==> config.mk <==
export PLATFORM = sky130hd
export DESIGN_NAME = bounce_gen
export DESIGN_NICKNAME = d
export VERILOG_FILES = /design/src/rtl/bounce_gen.sv
export SDC_FILE = /design/constraint.sdc
export NUM_CORES = 1
export LEC_CHECK = 0
export ABC_AREA = 1
export CORE_MARGIN = 2
export CORE_UTILIZATION = 60
export DETAILED_ROUTE_END_ITERATION = 8
export PLACE_DENSITY = 0.75
export SLEW_MARGIN = 20
export SYNTH_ARGS = -nofsm -noshare
export SYNTH_HDL_FRONTEND = slang
export SYNTH_SLANG_ARGS = --single-unit
==> constraint.sdc <==
create_clock -name clk -period 2.6 [get_ports clk]
set_clock_uncertainty 0.2 [all_clocks]
set_input_delay 0.52 -clock clk [delete_from_list [all_inputs] [get_ports clk]]
set_output_delay 0.52 -clock clk [all_outputs]
set_load 0.02 [all_outputs]
==> src/rtl/bounce_gen.sv <==
// Mechanical push-button emulator: turns an ideal level on `clean` into a
// deterministic, LFSR-timed bouncy waveform on `noisy`, then holds it stable.
module bounce_gen #(
  parameter int unsigned BOUNCE_COUNT  = 4,
  parameter int unsigned DUR_LOG2      = 11,
  parameter int unsigned SETTLE_CYCLES = 700000,
  parameter logic [15:0] SEED          = 16'hACE1
) (
  input  logic clk,
  input  logic reset,
  input  logic clean,
  output logic noisy,
  output logic busy,
  output logic done
);

  localparam logic [15:0] SEED_EFF    = (SEED == 16'h0000) ? 16'h0001 : SEED;
  localparam logic [23:0] SETTLE_LOAD = 24'(SETTLE_CYCLES);
  localparam logic [15:0] DUR_MASK    = 16'((32'd1 << DUR_LOG2) - 32'd1);
  localparam int          GW          = (BOUNCE_COUNT < 1) ? 1 : $clog2(BOUNCE_COUNT + 1);
  localparam logic [GW-1:0] BC_MAX    = GW'(BOUNCE_COUNT);

  typedef enum logic [1:0] {
    IDLE,
    HOLD,
    GLITCH,
    SETTLE
  } state_e;

  state_e        state_q;
  logic          noisy_q;
  logic          busy_q;
  logic          done_q;
  logic          target_q;
  logic [23:0]   cnt_q;
  logic [GW-1:0] gcnt_q;
  logic [15:0]   lfsr_q;
  logic [15:0]   lfsr_d;
  logic [23:0]   durRand;
  logic          expired;

  // Fibonacci LFSR for x^16+x^14+x^13+x^11+1, free-running in every state.
  assign lfsr_d  = {lfsr_q[14:0], lfsr_q[15] ^ lfsr_q[13] ^ lfsr_q[12] ^ lfsr_q[10]};
  assign durRand = {8'd0, lfsr_q & DUR_MASK} + 24'd1;
  assign expired = (cnt_q == 24'd1);

  always_ff @(posedge clk or negedge reset) begin
    if (!reset) begin
      state_q  <= IDLE;
      noisy_q  <= 1'b0;
      busy_q   <= 1'b0;
      done_q   <= 1'b0;
      target_q <= 1'b0;
      cnt_q    <= '0;
      gcnt_q   <= '0;
      lfsr_q   <= SEED_EFF;
    end else begin
      lfsr_q <= lfsr_d;
      done_q <= 1'b0;
      case (state_q)
        IDLE: begin
          if (clean != noisy_q) begin
            state_q  <= HOLD;
            target_q <= clean;
            noisy_q  <= clean;
            busy_q   <= 1'b1;
            cnt_q    <= durRand;
            gcnt_q   <= '0;
          end
        end
        HOLD: begin
          if (expired) begin
            if (gcnt_q != BC_MAX) begin
              state_q <= GLITCH;
              noisy_q <= ~target_q;
              cnt_q   <= durRand;
              gcnt_q  <= gcnt_q + 1'b1;
            end else begin
              state_q <= SETTLE;
              noisy_q <= target_q;
              cnt_q   <= SETTLE_LOAD;
            end
          end else begin
            cnt_q <= cnt_q - 24'd1;
          end
        end
        GLITCH: begin
          if (expired) begin
            state_q <= HOLD;
            noisy_q <= target_q;
            cnt_q   <= durRand;
          end else begin
            cnt_q <= cnt_q - 24'd1;
          end
        end
        SETTLE: begin
          // Completion lands in IDLE, so clean is re-examined on the done cycle.
          if (expired) begin
            state_q <= IDLE;
            done_q  <= 1'b1;
            busy_q  <= 1'b0;
            cnt_q   <= '0;
          end else begin
            cnt_q <= cnt_q - 24'd1;
          end
        end
        default: state_q <= IDLE;
      endcase
    end
  end

  assign noisy = noisy_q;
  assign busy  = busy_q;
  assign done  = done_q;

endmodule

==> results_dict.tcl <==
set metrics [dict create \
    status "completed" \
    antenna_left 0 \
    fin_util_pct 68.9 \
    path_clk_slew_ns 0.09 \
    layout-drive-gt1-share_pct 13.6 \
    whs_ns 0.159 \
    critPathKind "reg -> reg" \
    clk_latency_ns 0.30 \
    grt_use_total_pct 28.8 \
    firstDrtPassIters 5 \
    cts_sinks 49 \
    place.gp.congestion 0.965 \
    tns_ns 0 \
    ys_types 37 \
    antenna_cells 0 \
    ctsResizeCount 0 \
    drc 0 \
    area_delta_synth_final_pct 8.91 \
    syn_nets 459 \
    num-fill-cells 447 \
    ys_warn_count 0 \
    die_height_um 77.8 \
    grt_pass1_vias 2856 \
    die-area_sq_um 6060 \
    drv_slew 0 \
    powerDensity_nw_per_um2 380 \
    grt_pass1_wl_mm 13.6 \
    drt_first_iter_violations 250 \
    dp_hpwl_mm 6.14 \
    ff_latch_area_sq_um 1240 \
    cts_buffers 5 \
    rows 26 \
    synth-seq-cells 49 \
    vias 2961 \
    finalHoldViolations 0 \
    ir_worst_vdd_v 0.000334 \
    core_area_sq_um 5170 \
    dpl-instance-area_sq_um 3440 \
    grt.overflow.total 0 \
    slew_headroom_pct 73.0 \
    fp.dieW_um 77.8 \
    total_leakage_power_nw 1.68 \
    min_path_type "reg -> reg" \
    start_util_pct 63.3 \
    setup_viol 0 \
    fmax_mhz 464 \
    drt_wl_total_mm 7.93 \
    multi_input_area_sq_um 1840 \
    crit_fanout 6 \
    cap_viol_max_count 0 \
    layout.nets 474 \
    cts_tree "yes" \
    finalCritPeriodShare_pct 82.9 \
    min_period_ns 2.16 \
    clockBufferDepth 2 \
    pin_count 6 \
    syn_area_per_cell_sq_um 7.34 \
    tightest_slew_ns 0.404 \
    viasPerCell 5.57 \
    synth_area_sq_um 3270 \
    portBuffers 5 \
    grt_max_degree 20 \
    wire_per_inst_um 14.9 \
    arrival_ns 2.15 \
    cts_root_buf "clkbuf_8" \
    final_area_sq_um 3560 \
    rsz0062_at_grt "no" \
    antenna_found_initial 0 \
    cp-end-kind "flop" \
    postSynthCellCount 446 \
    cts_max_level 2 \
    cp.required_ns 2.60 \
    crit_path_start_kind "flop" \
    ys_seq_area_share_pct 37.8 \
]
cells in the final DEF, fill, tap and decap left out, types with 8 or more instances in the layout:
master   Yosys  final
a21oi_1     14     14
dfrtp_1     41     41
dfstp_2      8      8
ha_1        10     10
inv_1       42     42
nand2_1    131    131
nand3_1     33     33
nor2_1      52     52
nor2_2      10     10
o21ai_0     13     13
o21ai_1     13     13
xor2_1      14     14
critical path: stages, from the launching register on:
cell and delay [ns]:
dfrtp_1 0.42, inv_1 0.18, ha_1 0.35, nand2_4 0.12, nor2_8 0.16, nand2_4 0.08
nor3b_4 0.27, nand2_2 0.08, xor2_1 0.16, nor2_2 0.04
report_power, final:
| part | internal (W) | switching [W] | total, W |
|---|---|---|---|
| clock network | 0.000314 | 0.000250 | 0.000563 |
| logic | 0.00000681 | 0.0000188 | 0.0000256 |
| registers | 0.000763 | 0.000000800 | 0.000764 |
per-layer routing:
| layer | track usage, % | wire (um) | up-vias |
|---|---|---|---|
| met2 | 44.5 | 3620 | 97 |
| met5 | 0 | 0 | - |
| met3 | 3.95 | 450 | 16 |
| met4 | 9.46 | 163 | 0 |
| li1 | - | - | 1472 |
| met1 | 41.7 | 3700 | 1376 |
final timing paths:
path	slack (ns)	startpoint	depth (start not counted)	end
max reg2reg	0.44	cnt_q[0]	9	cnt_q[14]
max	0.44	cnt_q[0]	9	cnt_q[14]
min	0.16	lfsr_q[14]	0	lfsr_q[15]
min in group asynchronous	0.45	reset	2	cnt_q[11]
max in group asynchronous	1.11	reset	3	lfsr_q[11]
min reg2reg	0.16	lfsr_q[14]	0	lfsr_q[15]
synthesized netlist by cell type:
cell / count / area, sq um
o21ai_2: 1 / 8.76
xor2_1: 14 / 123
a21oi_1: 14 / 70.1
o211ai_2: 1 / 12.5
nand3b_1: 1 / 7.51
o211ai_1: 6 / 45.0
o21ai_1: 13 / 65.1
nor2_8: 1 / 20.0
nand2_2: 6 / 37.5
or2_2: 3 / 18.8
nand4_1: 5 / 31.3
or2_1: 1 / 6.26
buf_2: 1 / 5.00
dfrtp_1: 41 / 1030
dfstp_2: 8 / 210
nor2_4: 7 / 78.8
a21oi_4: 1 / 16.3
nor3_1: 5 / 25.0
nand2_1: 131 / 492
nand3_1: 33 / 165
o21ai_0: 13 / 65.1
a31oi_1: 1 / 6.26
o31ai_1: 2 / 15.0
clkbuf_1: 3 / 11.3
nor4_1: 1 / 6.26
nor2_2: 10 / 62.6
nand3_4: 1 / 17.5
o22ai_1: 2 / 12.5
nor3b_4: 1 / 18.8
buf_1: 1 / 3.75
ha_1: 10 / 125
xnor2_1: 6 / 52.6
inv_2: 4 / 15.0
nor2_1: 52 / 195
nand2_4: 3 / 33.8
inv_1: 42 / 158
nand3_2: 1 / 10.0
repair_timing:
action,in CTS,in global routing
hold buffers,1,0
hold endpoints to repair,11,0
setup buffers,0,0
through the flow:
step                      setup WS (ns)  cells  power (W)
after floorplan                   0.685    446   0.000782
after global placement            0.347    523   0.000803
after detailed placement          0.303    523   0.000804
after CTS                         0.451    532    0.00136
after global routing              0.263    532    0.00139
final                             0.444    532    0.00135
state kept, by name (all words and copies together), names as in the netlist:
register and flops:
busy 1, cnt_q 24, done 1, gcnt_q 3, lfsr_q 16, noisy 1, state_q 2, target_q 1
cell families after synthesis:
group,Yosys count,share of synthesized area [%]
buffers and inverters,51,5.89
DFF,49,37.8
adders and majority gates,10,3.82
and+or+nand+nor,262,37.5
AOI/OAI and AO/OA,54,9.67
xor gates and xnor gates,20,5.35
cell type report:
cell class / instances / share of cell area (%)
multi-input combinational: 346 / 51.7
sequential: 49 / 34.7
inverter: 46 / 4.85
timing repair buffer: 13 / 3.02
tap: 70 / 2.46
clock buffer: 7 / 2.42
clock inverter: 1 / 0.843
Note: power is estimated with default switching activity, not from simulation.
